--- config.mk ---
export PLATFORM = sky130hd
export DESIGN_NAME = hiscore_ram_arbiter
export DESIGN_NICKNAME = d
export VERILOG_FILES = /design/src/rtl/hiscore_ram_arbiter.sv
export SDC_FILE = /design/constraint.sdc
export NUM_CORES = 1
export LEC_CHECK = 0
export CAP_MARGIN = 20
export CORE_ASPECT_RATIO = 1.25
export CORE_MARGIN = 2
export CORE_UTILIZATION = 39
export CTS_BUF_LIST = sky130_fd_sc_hd__clkbuf_4 sky130_fd_sc_hd__clkbuf_8 sky130_fd_sc_hd__clkbuf_16
export DETAILED_ROUTE_END_ITERATION = 10
export PLACE_DENSITY_LB_ADDON = 0.12
export SETUP_SLACK_MARGIN = 0.3
export SYNTH_ARGS = -nofsm -noshare
export SYNTH_HDL_FRONTEND = slang
export SYNTH_SLANG_ARGS = --single-unit
--- constraint.sdc ---
create_clock -name clk_sys -period 1.8 [get_ports clk_sys]
set_input_delay 0.18 -clock clk_sys [delete_from_list [all_inputs] [get_ports clk_sys]]
set_output_delay 0.18 -clock clk_sys [all_outputs]
set_load 0.02 [all_outputs]
--- src/rtl/hiscore_ram_arbiter.sv ---
// Arbitrates the game work-RAM hiscore port: pauses the CPU, lets the bus settle,
// serves single-beat reads/writes, then hands the port back after an idle period.
module hiscore_ram_arbiter #(
    parameter int AW        = 16,
    parameter int DW        = 8,
    parameter int SETTLE    = 4,
    parameter int RD_LAT    = 1,
    parameter int IDLE_HOLD = 16
) (
    input  logic          clk_sys,
    input  logic          reset,
    input  logic          req_valid,
    input  logic          req_write,
    input  logic [AW-1:0] req_addr,
    input  logic [DW-1:0] req_wdata,
    output logic          req_ready,
    output logic          rsp_valid,
    output logic [DW-1:0] rsp_rdata,
    output logic          pause_req,
    input  logic          cpu_paused,
    input  logic          dl_active,
    output logic [AW-1:0] ram_addr,
    output logic [DW-1:0] ram_wdata,
    output logic          ram_we,
    output logic          ram_access,
    input  logic [DW-1:0] ram_rdata,
    output logic          busy
);

    localparam int CMAX_SR = (SETTLE > RD_LAT) ? SETTLE : RD_LAT;
    localparam int CMAX    = (IDLE_HOLD > CMAX_SR) ? IDLE_HOLD : CMAX_SR;
    localparam int CW      = $clog2(CMAX + 1);

    typedef enum logic [2:0] {
        ST_IDLE, ST_PAUSING, ST_SETTLE, ST_GRANT, ST_WRITE, ST_READ, ST_RELEASE
    } state_t;

    state_t        r_state, w_next;
    logic [CW-1:0] r_cnt, w_cnt_next;
    logic [AW-1:0] r_addr;
    logic [DW-1:0] r_wdata, r_rdata;
    logic          r_rsp_valid;
    logic          w_in_access, w_hs, w_rd_done;

    // Access-phase outputs are gated by cpu_paused so the RAM mux lets go the
    // same cycle the pause is lost, not one cycle later.
    always_comb begin
        w_in_access = (r_state == ST_SETTLE) || (r_state == ST_GRANT) ||
                      (r_state == ST_WRITE)  || (r_state == ST_READ);
        req_ready   = (r_state == ST_GRANT) && cpu_paused && !dl_active;
        w_hs        = req_valid && req_ready;
        ram_access  = w_in_access && cpu_paused;
        pause_req   = (r_state != ST_IDLE);
        busy        = (r_state != ST_IDLE);
        ram_we      = (r_state == ST_WRITE);
    end

    // NOTE: every signal written here gets a default first, so no path leaves it
    // unassigned and no latch is inferred.
    always_comb begin
        w_next     = r_state;
        w_cnt_next = r_cnt;
        w_rd_done  = 1'b0;
        case (r_state)
            ST_IDLE: begin
                w_cnt_next = '0;
                if (req_valid && !dl_active) w_next = ST_PAUSING;
            end
            ST_PAUSING: begin
                if (dl_active) begin
                    w_next = ST_RELEASE;
                end else if (cpu_paused) begin
                    w_next     = ST_SETTLE;
                    w_cnt_next = CW'(SETTLE - 1);
                end
            end
            ST_SETTLE, ST_GRANT, ST_WRITE, ST_READ: begin
                // Download beats a lost pause; a write in its cycle still completes.
                if (dl_active) begin
                    w_next     = ST_RELEASE;
                    w_cnt_next = '0;
                end else if (!cpu_paused) begin
                    w_next     = ST_PAUSING;
                    w_cnt_next = '0;
                end else begin
                    case (r_state)
                        ST_SETTLE: begin
                            if (r_cnt == '0) w_next = ST_GRANT;
                            else             w_cnt_next = r_cnt - CW'(1);
                        end
                        ST_GRANT: begin
                            if (w_hs) begin
                                w_next     = req_write ? ST_WRITE : ST_READ;
                                w_cnt_next = CW'(RD_LAT - 1);
                            end else if (r_cnt == CW'(IDLE_HOLD - 1)) begin
                                w_next     = ST_RELEASE;
                                w_cnt_next = '0;
                            end else begin
                                w_cnt_next = r_cnt + CW'(1);
                            end
                        end
                        ST_WRITE: begin
                            w_next     = ST_GRANT;
                            w_cnt_next = '0;
                        end
                        default: begin
                            if (r_cnt == '0) begin
                                w_next     = ST_GRANT;
                                w_rd_done  = 1'b1;
                            end else begin
                                w_cnt_next = r_cnt - CW'(1);
                            end
                        end
                    endcase
                end
            end
            ST_RELEASE: begin
                w_next     = ST_IDLE;
                w_cnt_next = '0;
            end
            default: begin
                w_next     = ST_IDLE;
                w_cnt_next = '0;
            end
        endcase
    end

    // NOTE: sequential state uses non-blocking assignments so every register
    // samples the pre-edge values regardless of statement order.
    always_ff @(posedge clk_sys) begin
        if (reset) begin
            r_state     <= ST_IDLE;
            r_cnt       <= '0;
            r_addr      <= '0;
            r_wdata     <= '0;
            r_rdata     <= '0;
            r_rsp_valid <= 1'b0;
        end else begin
            r_state     <= w_next;
            r_cnt       <= w_cnt_next;
            r_rsp_valid <= w_rd_done;
            if (w_hs)              r_addr  <= req_addr;
            if (w_hs && req_write) r_wdata <= req_wdata;
            if (w_rd_done)         r_rdata <= ram_rdata;
        end
    end

    assign ram_addr  = r_addr;
    assign ram_wdata = r_wdata;
    assign rsp_valid = r_rsp_valid;
    assign rsp_rdata = r_rdata;

endmodule

## Word-level counts from Yosys, hierarchy flattened

Index checks and enable logic that the tools add are counted.

- Flip-flop bits (word level): 41
- Bits of input ports: 38
- Output and inout bits: 38

- Add/sub/neg operators: 2
- Equal/unequal tests: 13
- Multiplexer cells: 25
- Reduce and logical (&&, ||, !) cells: 17

Operator list:

| operator | number |
|---|---|
| 5-bit two-way mux | 7 |
| 3-bit two-way mux | 8 |
| 5-bit case mux with 2 select lines | 2 |
| 6-bit inequality test, second input constant | 3 |
| 3-bit case mux with 3 select lines | 1 |
| 3-bit by 2-bit == test with 1-bit output, second input constant | 2 |
| 3-bit == test, second input constant | 2 |
| 1-bit logical AND | 6 |
| 1-bit two-way mux | 6 |
| 2-bit inequality test, second input constant | 3 |
| 3-bit case mux with 2 select lines | 1 |
| 5-bit by 1-bit adder with 5-bit output, second input constant | 1 |
| 5-bit by 4-bit == test with 1-bit output, second input constant | 1 |
| 5-bit logical NOT | 1 |
| 5-bit by 1-bit subtractor with 5-bit output, second input constant | 1 |
| 4-bit AND reduction | 1 |
| 4-bit OR reduction | 1 |
| 3-bit by 1-bit == test with 1-bit output, second input constant | 1 |
| 3-bit logical NOT | 1 |
| 1-bit logical OR | 3 |
| 3-bit inequality test, second input constant | 1 |
| 3-bit AND reduction | 1 |
| 3-bit nonzero test | 1 |
| 3-bit OR reduction | 1 |
| 1-bit logical NOT | 1 |

## Logic depth before layout (Yosys ltp)

- Depth in word-level cells: 9
- Depth in mapped cells: 7

## Least setup slack after synthesis

OpenSTA, ideal clock, no wires.

- Kind: register -> register
- Start point: register r_state[2]
- End point: register r_cnt[3]
- Setup time: 91 ps
- Arrival: 1,778 ps
- Data required time: 1,709 ps
- Setup slack: -69 ps
- Stages on the path, launching flop included: 7
- Buffers on the path: 0
- Period minus slack after synthesis: 1,869 ps
- Cell sequence: dfxtp_1 -> ha_1 -> nand3b_1 -> or4b_4 -> o21ai_2 -> o211ai_1 -> a311oi_1

- Cells in the longest elaborated chain, start to end: 9

Ends and longest elaborated chain:

| item | line | RTL |
|---|---|---|
| start: declaration | 38 | `state_t r_state, w_next;` |
| start signal: assignment | 139 | `r_state <= w_next;` |
| 3-bit by 2-bit == test with 1-bit output | 50, 64, 86 |  |
| 1-bit logical AND (2 in series) | 50 | `req_ready = (r_state == ST_GRANT) && cpu_paused && !dl_active;` |
| 1-bit logical AND | 51 | `w_hs = req_valid && req_ready;` |
| 5-bit two-way mux | 92 | `if (w_hs) begin` |
| 5-bit case mux with 2 select lines | 86 | `case (r_state)` |
| 5-bit two-way mux | 82 | `end else if (!cpu_paused) begin` |
| 5-bit two-way mux | 79 | `if (dl_active) begin` |
| 5-bit case mux with 2 select lines | 64 | `case (r_state)` |
| end signal: assignment | 140 | `r_cnt <= w_cnt_next;` |
| end: declaration | 39 | `logic [CW-1:0] r_cnt, w_cnt_next;` |

Several ways; a longest one is shown, not always the timed one.
A chain may end at the register's enable or synchronous reset.

## Worst setup path in the final report

Ends and elaborated chain as after synthesis.

==> flow_metrics.py <==
metrics = {
    "outcome": {
        "outcome": "complete, but fails checks",
        "violations": "negative setup slack",
    },
    "clocking": {
        "cts_tree": "done",
        "clock-sinks": 41,
        "cts-buffers-inserted": 5,
        "h-tree-depth": 2,
        "path_clk_slew_ns": 0.08,
        "cts_buffer_depth": 2,
        "clock_latency_ns": 0.29,
        "root_buffer": "clkbuf_8",
        "hold_buffers": 0,
    },
    "synthesis": {
        "avgSynthCellArea_um2": 8.64,
        "synth_cells": 223,
        "synth_fp_nets": 265,
        "ys_top_cells_by_area": "dfxtp_1 43%, mux2i_1 8.8%, nand2_1 8.2%",
        "post-synth-top-count-cell": "nand2_1",
        "yosys-top-cells-count": "42 x nand2_1, 41 x dfxtp_1, 23 x a21oi_1, 20 x nor2_1, 17 x mux2i_1",
        "synth_top_flop_cell": "dfxtp_1",
        "yosys.area.top_type_share": 0.426,
        "synth_edf_count": 0,
        "ys_types": 50,
        "syn_area_um2": 1930,
        "synth_top_area_cell": "dfxtp_1",
        "ys_seq_area_frac": 0.426,
        "yosysWarnings": 0,
        "ys_ff_latch": 41,
        "async_flop_share": 0,
    },
    "detailed_routing": {
        "via_per_inst": 4.95,
        "drc": 0,
        "firstDrtPassIters": 4,
        "num_vias": 1956,
        "ant_nets": 0,
        "drt_iter0_markers": 72,
        "avgRoutedWirePerCell_um": 14.0,
        "wirelength_um": 5540,
    },
    "global_route": {
        "grt_pass1_wl_um": 8830,
        "grt_max_degree": 29,
        "antenna_found_initial": 0,
        "gr-total-overflow": 0,
        "grt.total_usage": 0.209,
        "grt_pass1_vias": 1939,
    },
    "final_layout": {
        "nFillCells": 385,
        "area_growth_pct": 70.8,
        "post-route-util": 0.691,
        "nets": 376,
        "fin_cells": 395,
        "final_cell_area_um2": 3290,
        "antennaDiodeCount": 0,
        "layout-drive-gt1-share": 0.266,
    },
    "placed_design": {
        "gp_congestion": 0.892,
        "hpwlAfterDp_um": 3790,
        "placed_cells_incl_taps": 377,
        "placed_area_um2": 2980,
        "portBuffers": 75,
    },
    "timing": {
        "setup_viol": 5,
        "hold_viol_final": 0,
        "slew_headroom": 0.762,
        "fin_ws_ns": -0.0328,
        "skew_ns": 0.00913,
        "slew_viol_final": 0,
        "finalCriticalPeriod_ns": 1.83,
        "tightest_slew_ns": 0.356,
        "fmax_ghz": 0.546,
        "rsz0062_at_grt": "yes",
        "finalCritPeriodShare": 1.02,
    },
    "worst_setup_path": {
        "crit_type": "register to register",
        "cp_data_required_time_ns": 2.00,
        "r2r_start": "r_state[2]$_SDFFE_PP0P_",
        "cp-start-kind": "register",
        "crit_path_end": "r_cnt[3]$_SDFFE_PP0P_",
        "crit_fanout": 5,
        "r2r_cells": 6,
        "reg2reg_to": "r_cnt[3]$_SDFFE_PP0P_",
        "arrival_ns": 2.04,
        "startpoint": "r_state[2]$_SDFFE_PP0P_",
        "critical_path.endpoint_type": "register",
        "reg2reg_slack_ns": -0.03,
    },
    "pwr": {
        "total_leakage_power_nw": 1.28,
        "ir_worst_vdd_mv": 0.707,
        "power_mw": 2.71,
        "pwr_density_cell_nw_per_um2": 825,
    },
    "min_path": {
        "hold_class": "input pin to register",
    },
    "floorplanning": {
        "core_area_um2": 4760,
        "die_h_um": 82.6,
        "die-area_um2": 5520,
        "rows": 28,
        "start_util": 0.404,
        "io_pins": 76,
        "fp.dieW_um": 66.9,
    },
    "run": {
        "maxCapViolCount": 0,
    },
}
-- timing repair --
action	CTS	global route
endpoints found under the setup margin	46	46
buffers inserted	3	6
resized for setup	57	14
cloned	0	1
pin swaps	11	5
-- critical path: stages (launching register included) --
cell      delay (ns)
dfxtp_4         0.37
ha_4            0.28
nand3b_1        0.10
or4b_4          0.56
o21ai_4         0.09
o211ai_1        0.11
a311oi_1        0.22
-- flip-flops by register name (all words and copies together) (netlist names) --
name,count
r_cnt,5
r_state,3
rsp_valid,1
ram_wdata,8
rsp_rdata,8
ram_addr,16
-- cells in the final DEF (no fill, tap or decap), types with 2 or more instances in the layout --
master and count:
buf_6 12, a211oi_1 2, ha_4 2, clkbuf_8 5, nand2b_4 2, o21ai_0 3, a31oi_1 2, dfxtp_4 2
nand4_1 2, a21oi_1 23, nor2_1 19, clkinvlp_4 2, nand2_4 2, nand3b_1 3, inv_1 4, nand2_1 38
nand2_2 3, o211ai_1 3, nor3_4 2, buf_4 32, dfxtp_2 2, inv_4 2, dfxtp_1 37, or3_4 2
mux2i_1 16, or3_1 3, o22ai_1 2, clkdlybuf4s50_1 70, nor2b_1 2, buf_12 2, nand3_1 3, o31ai_1 2
-- cell families after synthesis --
kind of cell	synth area share
adder cells (fa/ha/maj)	0.0260
AND/OR/NAND/NOR	0.256
flip-flops	0.426
AO/OA/AOI/OAI	0.147
multiplexers	0.0883
buffers and inverters	0.0571
-- layout make-up --
class / instances / area (um^2) / area share
multi-input combinational: 163 / 1140 / 0.347
timing repair buffer: 116 / 1120 / 0.339
sequential: 41 / 831 / 0.252
clock buffer: 6 / 76.3 / 0.0232
tap: 60 / 75.1 / 0.0228
inverter: 7 / 36.3 / 0.0110
clock inverter: 2 / 15.0 / 0.00456
-- per-layer routing --
layer  part of all wire  track usage
met5                  0            0
met4              0.019       0.0837
met3              0.067       0.0691
met2               0.50        0.347
met1               0.41        0.248
-- how the worst min path moves through the flow --
stage / start / to / slack, ns / depth (start not counted)
finish: req_addr[8] / ram_addr[8]$_SDFFE_PP0P_ / 0.43 / 3
detailed placement: ram_addr[2]$_SDFFE_PP0P_ / ram_addr[2]$_SDFFE_PP0P_ / 0.45 / 2
floorplan: req_addr[15] / ram_addr[15]$_SDFFE_PP0P_ / 0.31 / 2
global route: req_addr[11] / ram_addr[11]$_SDFFE_PP0P_ / 0.43 / 3
CTS: req_addr[13] / ram_addr[13]$_SDFFE_PP0P_ / 0.42 / 3
global placement: ram_addr[8]$_SDFFE_PP0P_ / ram_addr[8]$_SDFFE_PP0P_ / 0.44 / 2
-- through the flow --
step,setup TNS [ns],hold WS (ns),worst slack (ns)
global placement,-1.74,0.441,-0.175
CTS,-0.0140,0.418,-0.0140
detailed placement,-2.38,0.448,-0.203
floorplan,0,0.313,0.0219
global route,-0.687,0.430,-0.131
finish,-0.132,0.427,-0.0328
-- where the power goes --
group / leakage (nW) / internal, mW / switching, mW / total (mW)
clock network: 0.0408 / 0.288 / 0.319 / 0.607
registers: 0.333 / 0.951 / 0.0427 / 0.993
logic: 0.901 / 0.607 / 0.506 / 1.11
total: 1.28 / 1.85 / 0.868 / 2.71
(Power assumes the default switching activity.)
